==> config.mk <==
export PLATFORM = sky130hd
export DESIGN_NAME = mdu_seq_flat
export DESIGN_NICKNAME = d
export VERILOG_FILES = /design/src/rtl/mdu_seq_pkg.sv /design/src/rtl/mdu_seq_if.sv /design/src/rtl/mdu_iter.sv /design/src/rtl/mdu_seq.sv /design/src/flat_wrapper.sv
export SDC_FILE = /design/constraint.sdc
export NUM_CORES = 2
export LEC_CHECK = 0
export BUFFER_PORTS_ARGS = -buffer_cell sky130_fd_sc_hd__buf_2
export CORE_MARGIN = 2
export CORE_UTILIZATION = 48
export DETAILED_ROUTE_END_ITERATION = 10
export MAX_ROUTING_LAYER = met4
export PLACE_DENSITY = 0.66
export SKIP_CTS_REPAIR_TIMING = 1
export SYNTH_ARGS = -nofsm -noshare
export SYNTH_HDL_FRONTEND = slang
export SYNTH_SLANG_ARGS = --single-unit
==> constraint.sdc <==
create_clock -name clk -period 3.8 [get_ports clk]
set_input_delay 0 -clock clk [delete_from_list [all_inputs] [get_ports clk]]
set_output_delay 0 -clock clk [all_outputs]
set_load 0.05 [all_outputs]
==> src/rtl/mdu_seq_pkg.sv <==
// Shared types and constants for the iterative RV64 M-extension sequencer.
package mdu_seq_pkg;

  localparam int unsigned XLEN  = 64;
  localparam int unsigned CNT_W = $clog2(XLEN) + 1;

  // Most negative values at full and word width (word value already sign-extended).
  localparam logic [XLEN-1:0] MIN_D = {1'b1, {(XLEN-1){1'b0}}};
  localparam logic [XLEN-1:0] MIN_W = {{(XLEN-31){1'b1}}, 31'b0};

  typedef enum logic [2:0] {
    OpMul  = 3'd0,
    OpDiv  = 3'd1,
    OpDivu = 3'd2,
    OpRem  = 3'd3,
    OpRemu = 3'd4
  } mdu_op_t;

  typedef enum logic [1:0] {
    StIdle,
    StCalc,
    StFixup,
    StDone
  } mdu_state_t;

  function automatic logic [XLEN-1:0] sext_w(input logic [XLEN-1:0] v);
    return {{(XLEN-32){v[31]}}, v[31:0]};
  endfunction

endpackage

==> src/rtl/mdu_seq_if.sv <==
// Request/response handshake between the EX stage and the multiply/divide sequencer.
interface mdu_seq_if;
  import mdu_seq_pkg::*;

  logic            req_valid;
  logic            req_ready;
  mdu_op_t         req_op;
  logic            req_word;
  logic [XLEN-1:0] req_a;
  logic [XLEN-1:0] req_b;
  logic            resp_valid;
  logic            resp_ready;
  logic [XLEN-1:0] resp_result;

  modport master (
    output req_valid, req_op, req_word, req_a, req_b, resp_ready,
    input  req_ready, resp_valid, resp_result
  );

  modport slave (
    input  req_valid, req_op, req_word, req_a, req_b, resp_ready,
    output req_ready, resp_valid, resp_result
  );

endinterface

==> src/rtl/mdu_iter.sv <==
// One step of the shared datapath: shift-add for multiply, restoring step for divide.
module mdu_iter
  import mdu_seq_pkg::*;
(
  input  logic            mul,
  input  logic [XLEN-1:0] hi,
  input  logic [XLEN-1:0] lo,
  input  logic [XLEN-1:0] b,
  output logic [XLEN-1:0] hi_nxt,
  output logic [XLEN-1:0] lo_nxt,
  output logic [XLEN-1:0] b_nxt
);

  logic [XLEN:0] shifted;
  logic [XLEN:0] trial;

  always_comb begin
    shifted = {hi, lo[XLEN-1]};
    trial   = shifted - {1'b0, b};
    if (mul) begin
      // hi: accumulator, lo: multiplier (consumed LSB first), b: multiplicand
      hi_nxt = lo[0] ? hi + b : hi;
      lo_nxt = {1'b0, lo[XLEN-1:1]};
      b_nxt  = {b[XLEN-2:0], 1'b0};
    end else begin
      // hi: partial remainder, lo: dividend shifting out / quotient shifting in
      hi_nxt = trial[XLEN] ? shifted[XLEN-1:0] : trial[XLEN-1:0];
      lo_nxt = {lo[XLEN-2:0], ~trial[XLEN]};
      b_nxt  = b;
    end
  end

endmodule

==> src/rtl/mdu_seq.sv <==
// Iterative multiply/divide sequencer: one bit per cycle, valid/ready result handshake.
module mdu_seq
  import mdu_seq_pkg::*;
(
  input  logic       clk,
  input  logic       rst_n,
  input  logic       flush,
  mdu_seq_if.slave   bus,
  output logic       busy
);

  mdu_state_t       state_q;
  logic [CNT_W-1:0] cnt_q;
  mdu_op_t          op_q;
  logic             word_q;
  logic             quo_neg_q;
  logic             rem_neg_q;
  logic [XLEN-1:0]  hi_q, lo_q, b_q;
  logic             resp_valid_q;
  logic [XLEN-1:0]  result_q;

  logic [XLEN-1:0]  hi_nxt, lo_nxt, b_nxt;
  logic             is_signed, is_mul, is_rem;
  logic [XLEN-1:0]  ext_a, ext_b, mag_a, mag_b;
  logic             neg_a, neg_b, dbz, ovf, special;
  logic [XLEN-1:0]  special_res, fix_res;

  assign bus.req_ready   = (state_q == StIdle);
  assign bus.resp_valid  = resp_valid_q;
  assign bus.resp_result = result_q;
  assign busy            = (state_q != StIdle);

  mdu_iter u_iter (
    .mul    (op_q == OpMul),
    .hi     (hi_q),
    .lo     (lo_q),
    .b      (b_q),
    .hi_nxt (hi_nxt),
    .lo_nxt (lo_nxt),
    .b_nxt  (b_nxt)
  );

  // Operand preparation and divide special cases, evaluated on the incoming request.
  always_comb begin
    is_signed = (bus.req_op == OpDiv) || (bus.req_op == OpRem);
    is_mul    = (bus.req_op == OpMul);
    is_rem    = (bus.req_op == OpRem) || (bus.req_op == OpRemu);
    ext_a     = bus.req_a;
    ext_b     = bus.req_b;
    if (bus.req_word) begin
      ext_a = is_signed ? sext_w(bus.req_a) : {{(XLEN-32){1'b0}}, bus.req_a[31:0]};
      ext_b = is_signed ? sext_w(bus.req_b) : {{(XLEN-32){1'b0}}, bus.req_b[31:0]};
    end
    neg_a   = is_signed && ext_a[XLEN-1];
    neg_b   = is_signed && ext_b[XLEN-1];
    mag_a   = neg_a ? -ext_a : ext_a;
    mag_b   = neg_b ? -ext_b : ext_b;
    dbz     = (ext_b == '0);
    ovf     = is_signed && (ext_b == '1) && (ext_a == (bus.req_word ? MIN_W : MIN_D));
    special = !is_mul && (dbz || ovf);
    // Overflow quotient equals the (extended) dividend, as does the div-by-zero remainder.
    if (is_rem) special_res = dbz ? ext_a : '0;
    else        special_res = dbz ? '1 : ext_a;
    if (bus.req_word) special_res = sext_w(special_res);
  end

  always_comb begin
    fix_res = hi_q;
    case (op_q)
      OpDiv, OpDivu: fix_res = quo_neg_q ? -lo_q : lo_q;
      OpRem, OpRemu: fix_res = rem_neg_q ? -hi_q : hi_q;
      default:       fix_res = hi_q;
    endcase
    if (word_q) fix_res = sext_w(fix_res);
  end

  always_ff @(posedge clk or negedge rst_n) begin
    if (!rst_n) begin
      state_q      <= StIdle;
      cnt_q        <= '0;
      op_q         <= OpMul;
      word_q       <= 1'b0;
      quo_neg_q    <= 1'b0;
      rem_neg_q    <= 1'b0;
      hi_q         <= '0;
      lo_q         <= '0;
      b_q          <= '0;
      resp_valid_q <= 1'b0;
      result_q     <= '0;
    end else if (flush) begin
      state_q      <= StIdle;
      resp_valid_q <= 1'b0;
    end else begin
      unique case (state_q)
        StIdle: begin
          if (bus.req_valid) begin
            op_q      <= bus.req_op;
            word_q    <= bus.req_word;
            quo_neg_q <= neg_a ^ neg_b;
            rem_neg_q <= neg_a;
            hi_q      <= '0;
            cnt_q     <= bus.req_word ? CNT_W'(32) : CNT_W'(XLEN);
            if (is_mul) begin
              lo_q <= ext_b;
              b_q  <= ext_a;
            end else begin
              // Word dividends sit in the upper half so the MSB-first shift sees them.
              lo_q <= bus.req_word ? {mag_a[31:0], 32'b0} : mag_a;
              b_q  <= mag_b;
            end
            if (special) begin
              result_q     <= special_res;
              resp_valid_q <= 1'b1;
              state_q      <= StDone;
            end else begin
              state_q <= StCalc;
            end
          end
        end
        StCalc: begin
          hi_q  <= hi_nxt;
          lo_q  <= lo_nxt;
          b_q   <= b_nxt;
          cnt_q <= cnt_q - CNT_W'(1);
          if (cnt_q == CNT_W'(1)) state_q <= StFixup;
        end
        StFixup: begin
          result_q     <= fix_res;
          resp_valid_q <= 1'b1;
          state_q      <= StDone;
        end
        StDone: begin
          if (bus.resp_ready) begin
            resp_valid_q <= 1'b0;
            state_q      <= StIdle;
          end
        end
      endcase
    end
  end

endmodule

==> src/flat_wrapper.sv <==
// flat-port wrapper written by rule: the top's interface ports become plain ports
module mdu_seq_flat import mdu_seq_pkg::*;
  (clk, rst_n, flush, busy, bus_req_valid, bus_req_op, bus_req_word, bus_req_a, bus_req_b, bus_resp_ready, bus_req_ready, bus_resp_valid, bus_resp_result);
  mdu_seq_if bus_i ();
  input  logic clk;
  input  logic rst_n;
  input  logic flush;
  output logic busy;
  input wire logic [$bits(bus_i.req_valid)-1:0] bus_req_valid;
  input wire logic [$bits(bus_i.req_op)-1:0] bus_req_op;
  input wire logic [$bits(bus_i.req_word)-1:0] bus_req_word;
  input wire logic [$bits(bus_i.req_a)-1:0] bus_req_a;
  input wire logic [$bits(bus_i.req_b)-1:0] bus_req_b;
  input wire logic [$bits(bus_i.resp_ready)-1:0] bus_resp_ready;
  output wire logic [$bits(bus_i.req_ready)-1:0] bus_req_ready;
  output wire logic [$bits(bus_i.resp_valid)-1:0] bus_resp_valid;
  output wire logic [$bits(bus_i.resp_result)-1:0] bus_resp_result;
  assign bus_i.req_valid = bus_req_valid;
  assign bus_i.req_op = bus_req_op;
  assign bus_i.req_word = bus_req_word;
  assign bus_i.req_a = bus_req_a;
  assign bus_i.req_b = bus_req_b;
  assign bus_i.resp_ready = bus_resp_ready;
  assign bus_req_ready = bus_i.req_ready;
  assign bus_resp_valid = bus_i.resp_valid;
  assign bus_resp_result = bus_i.resp_result;
  mdu_seq u_core (.clk(clk), .rst_n(rst_n), .flush(flush), .bus(bus_i), .busy(busy));
endmodule
==> impl_metrics.toml <==
[run_status]
status = "finished with violations"
failed_checks = "hold timing"

[sta]
finalHoldViolations = 17
final_max_slew_viol_count = 0
setup_viol = 0
fin_skew_ns = 0.0216
tns_ns = 0
tightest_slew_ns = 1.35
finalWorstSetupSlack_ns = 0.0443
period_share_pct = 98.8
post-route-min-period_ns = 3.76
max_freq_mhz = 266
hold_slack_ns = -0.0549
timing.slew.headroom_pct = 8.59

[clock_tree]
cts_tree = "built"
insertion_delay_ns = 0.58
cts_buffers = 36
clkSinkCount = 272
clock_path_buffers = 3
path_clk_slew_ns = 0.06
root_buffer = "clkbuf_16"
h-tree-depth = 2

[floorplanning]
start_util_pct = 48.6
dieArea_sq_mm = 0.0660
coreArea_sq_mm = 0.0632
fp-row-count = 92
io_pins = 204
die_y_um = 257
die-width_um = 257

[detailed_routing]
drtIter0Drc = 4914
ant_nets = 0
vias = 36100
met2_length_um = 56500
detail_route.wl_per_cell_um = 25.2
wl_met1_um = 58000
first_pass_iters = 6
met3_length_um = 17000
avgViaCountPerCell = 6.57
drt-total-wl_um = 139000
drcViolationCount = 0
top_layer = "met4"

[setup_path]
path_buf_inv = 2
slowest_stage = "or4b_4"
cpPeakStageDelay_ns = 0.55
r2r_cells = 13
startpoint_type = "register"
crit_fanout = 6
crit_path_frequent_cell = "o21ai_0"
cp.arrival_ns = 4.21
crit_chain = "or4_4 -> or4b_4 -> or3_4 -> or2_4 -> o31ai_4 -> xor2_1 -> o21ai_2 -> a21oi_2 -> buf_4 -> buf_2 -> o21ai_0 -> o21ai_0 -> a21oi_1"
rr_endpoint = "u_core.bus.resp_result[35]"
worstSetupPathType = "reg -> reg"
required_ns = 4.26
worstReg2RegStart = "u_core.lo_q[14]"
r2r_slack_ns = 0.04
crit_path_end_kind = "register"
cp_top_family = "simple AND/OR/NAND/NOR gates"

[pwr]
power.density_mw_per_mm2 = 842
vdd_drop_max_uv = 645
p_leak_nw = 16.1

[synthesis]
postSynthAreaPerCell_sq_um = 7.20
yosysMostFrequentCell = "a21oi_1"
syn_inst = 4261
ys_ff_latch = 272
synthArstFlopShare_pct = 100
syn_area_sq_mm = 0.0307
yosys_warnings = 0
yosysTopAreaCellShare_pct = 22.2
synth_area_leaders = "dfrtp_1 (22%), a21oi_1 (8.0%), o21ai_0 (6.2%), ha_1 (5.6%), nand2_1 (5.5%)"
ys.flop_type = "dfrtp_1"
yosysSeqAreaShare_pct = 22.2
synth_common_cells = "a21oi_1 (490), nand2_1 (453), o21ai_0 (379)"
synth.distinct_cells = 98
synthesis.nets = 4538
synth-edff-count = 0
synth_top_cell_by_area = "dfrtp_1"

[grt]
grt_pass1_vias = 32700
grt.total_usage_pct = 41.5
grt_overflow = 0
antenna_found_initial = 5
grt_pass1_wl_um = 205000
grt_max_degree = 151

[finish]
stdcell_count = 5497
syn2layout_area_growth_pct = 20.0
num-nets-final = 4898
nFillCells = 6049
utilization_pct = 58.3
drive_gt1_share_pct = 17.9

[worst_hold_path]
holdCritPathClass = "in -> reg"
hp-start = "bus_req_a[1]"
holdPathStages = 4
min_to = "u_core.bus.resp_result[1]"

[placement]
numPlacedInstances = 5407
gp_congestion = 1.10
io_buffers = 203
place_ws_ns = -0.449
hpwl_um = 107000

[run]
drv_cap = 0
## worst max path at each step
stage,startpoint,endpoint,slack [ns],cells past startpoint
CTS,u_core.b_q[5],u_core.hi_q[63],-0.49,16
finish,u_core.lo_q[14],u_core.bus.resp_result[35],0.04,13
floorplan,u_core.hi_q[0],u_core.hi_q[62],0.16,13
global placement,u_core.b_q[5],u_core.hi_q[63],-0.41,16
detailed placement,u_core.b_q[5],u_core.hi_q[63],-0.45,16
global route,u_core.b_q[16],u_core.hi_q[63],-0.003,15
## layer usage
layer	track usage, %	vias to the layer above
met1	57.7	17100
met5	-	-
met2	57.6	2239
met3	9.27	342
met4	17.8	0
li1	-	16500
## area by class of cell
| class | instances | area [sq um] | share of cell area, % |
|---|---|---|---|
| Timing Repair Buffer | 673 | 4830 | 13.1 |
| Clock buffer | 51 | 1070 | 2.90 |
| Antenna cell | 5 | 12.5 | 0.0340 |
| Multi-Input combinational cell | 3487 | 22300 | 60.6 |
| Sequential cell | 272 | 6810 | 18.5 |
| Tap cell | 846 | 1060 | 2.87 |
| Clock inverter | 12 | 185 | 0.503 |
| Inverter | 151 | 567 | 1.54 |
## layout by cell type (no fill, tap or decap), types with 29 or more instances in the layout
master and instances:
nand3_1 74, or4_1 31, o31ai_1 61, a21oi_1 483, a22oi_1 40, buf_2 202
a31oi_1 43, nand4_1 57, nor2b_1 30, o21a_1 30, or3_1 42, a311oi_1 50
o21ai_1 43, mux2i_1 69, a21o_1 115, dfrtp_1 270, inv_1 149, nand2_1 451
a221oi_1 50, o21ai_0 369, clkbuf_16 39, o211ai_1 46, buf_4 433, ha_1 136
xor2_1 104, nor3_1 95, nor2_1 339, nor4_1 43, nand2b_1 29, a211oi_1 107
xnor2_1 167
## worst min-delay path, stage by stage
cell and delay [ns]:
buf_2 0.12, a211oi_1 0.07, a21oi_1 0.13, mux2_2 0.16
## registers in the layout, summed over array words and instances (netlist names)
signal,cells
u_core.rem_neg_q,1
u_core.op_q,3
u_core.quo_neg_q,1
u_core.b_q,64
u_core.state_q,2
u_core.word_q,1
u_core.bus.resp_result,64
u_core.hi_q,64
u_core.lo_q,64
u_core.cnt_q,7
u_core.bus.resp_valid,1
## logic make-up after synthesis
kind of cell               Yosys count  share of synthesized area [%]
AOI/OAI and AO/OA                 1670                           34.7
and+or+nand+nor                   1318                           20.4
xor gates and xnor gates           272                           7.76
DFF                                272                           22.2
buffers and inverters              502                           6.35
adders and majority gates          147                           5.98
muxes                               80                           2.65
## where the power goes
group          internal (W)  switching, W
logic               0.00797        0.0139
registers           0.00410       0.00135
clock network       0.00224       0.00146
total                0.0143        0.0167
## stage by stage
step | power [W] | area (sq um)
floorplan | 0.0183 | 30700
global placement | 0.0259 | 35100
global route | 0.0328 | 36800
detailed placement | 0.0260 | 35100
CTS | 0.0299 | 36300
finish | 0.0310 | 36800
Note: power is estimated with default switching activity, not from simulation.
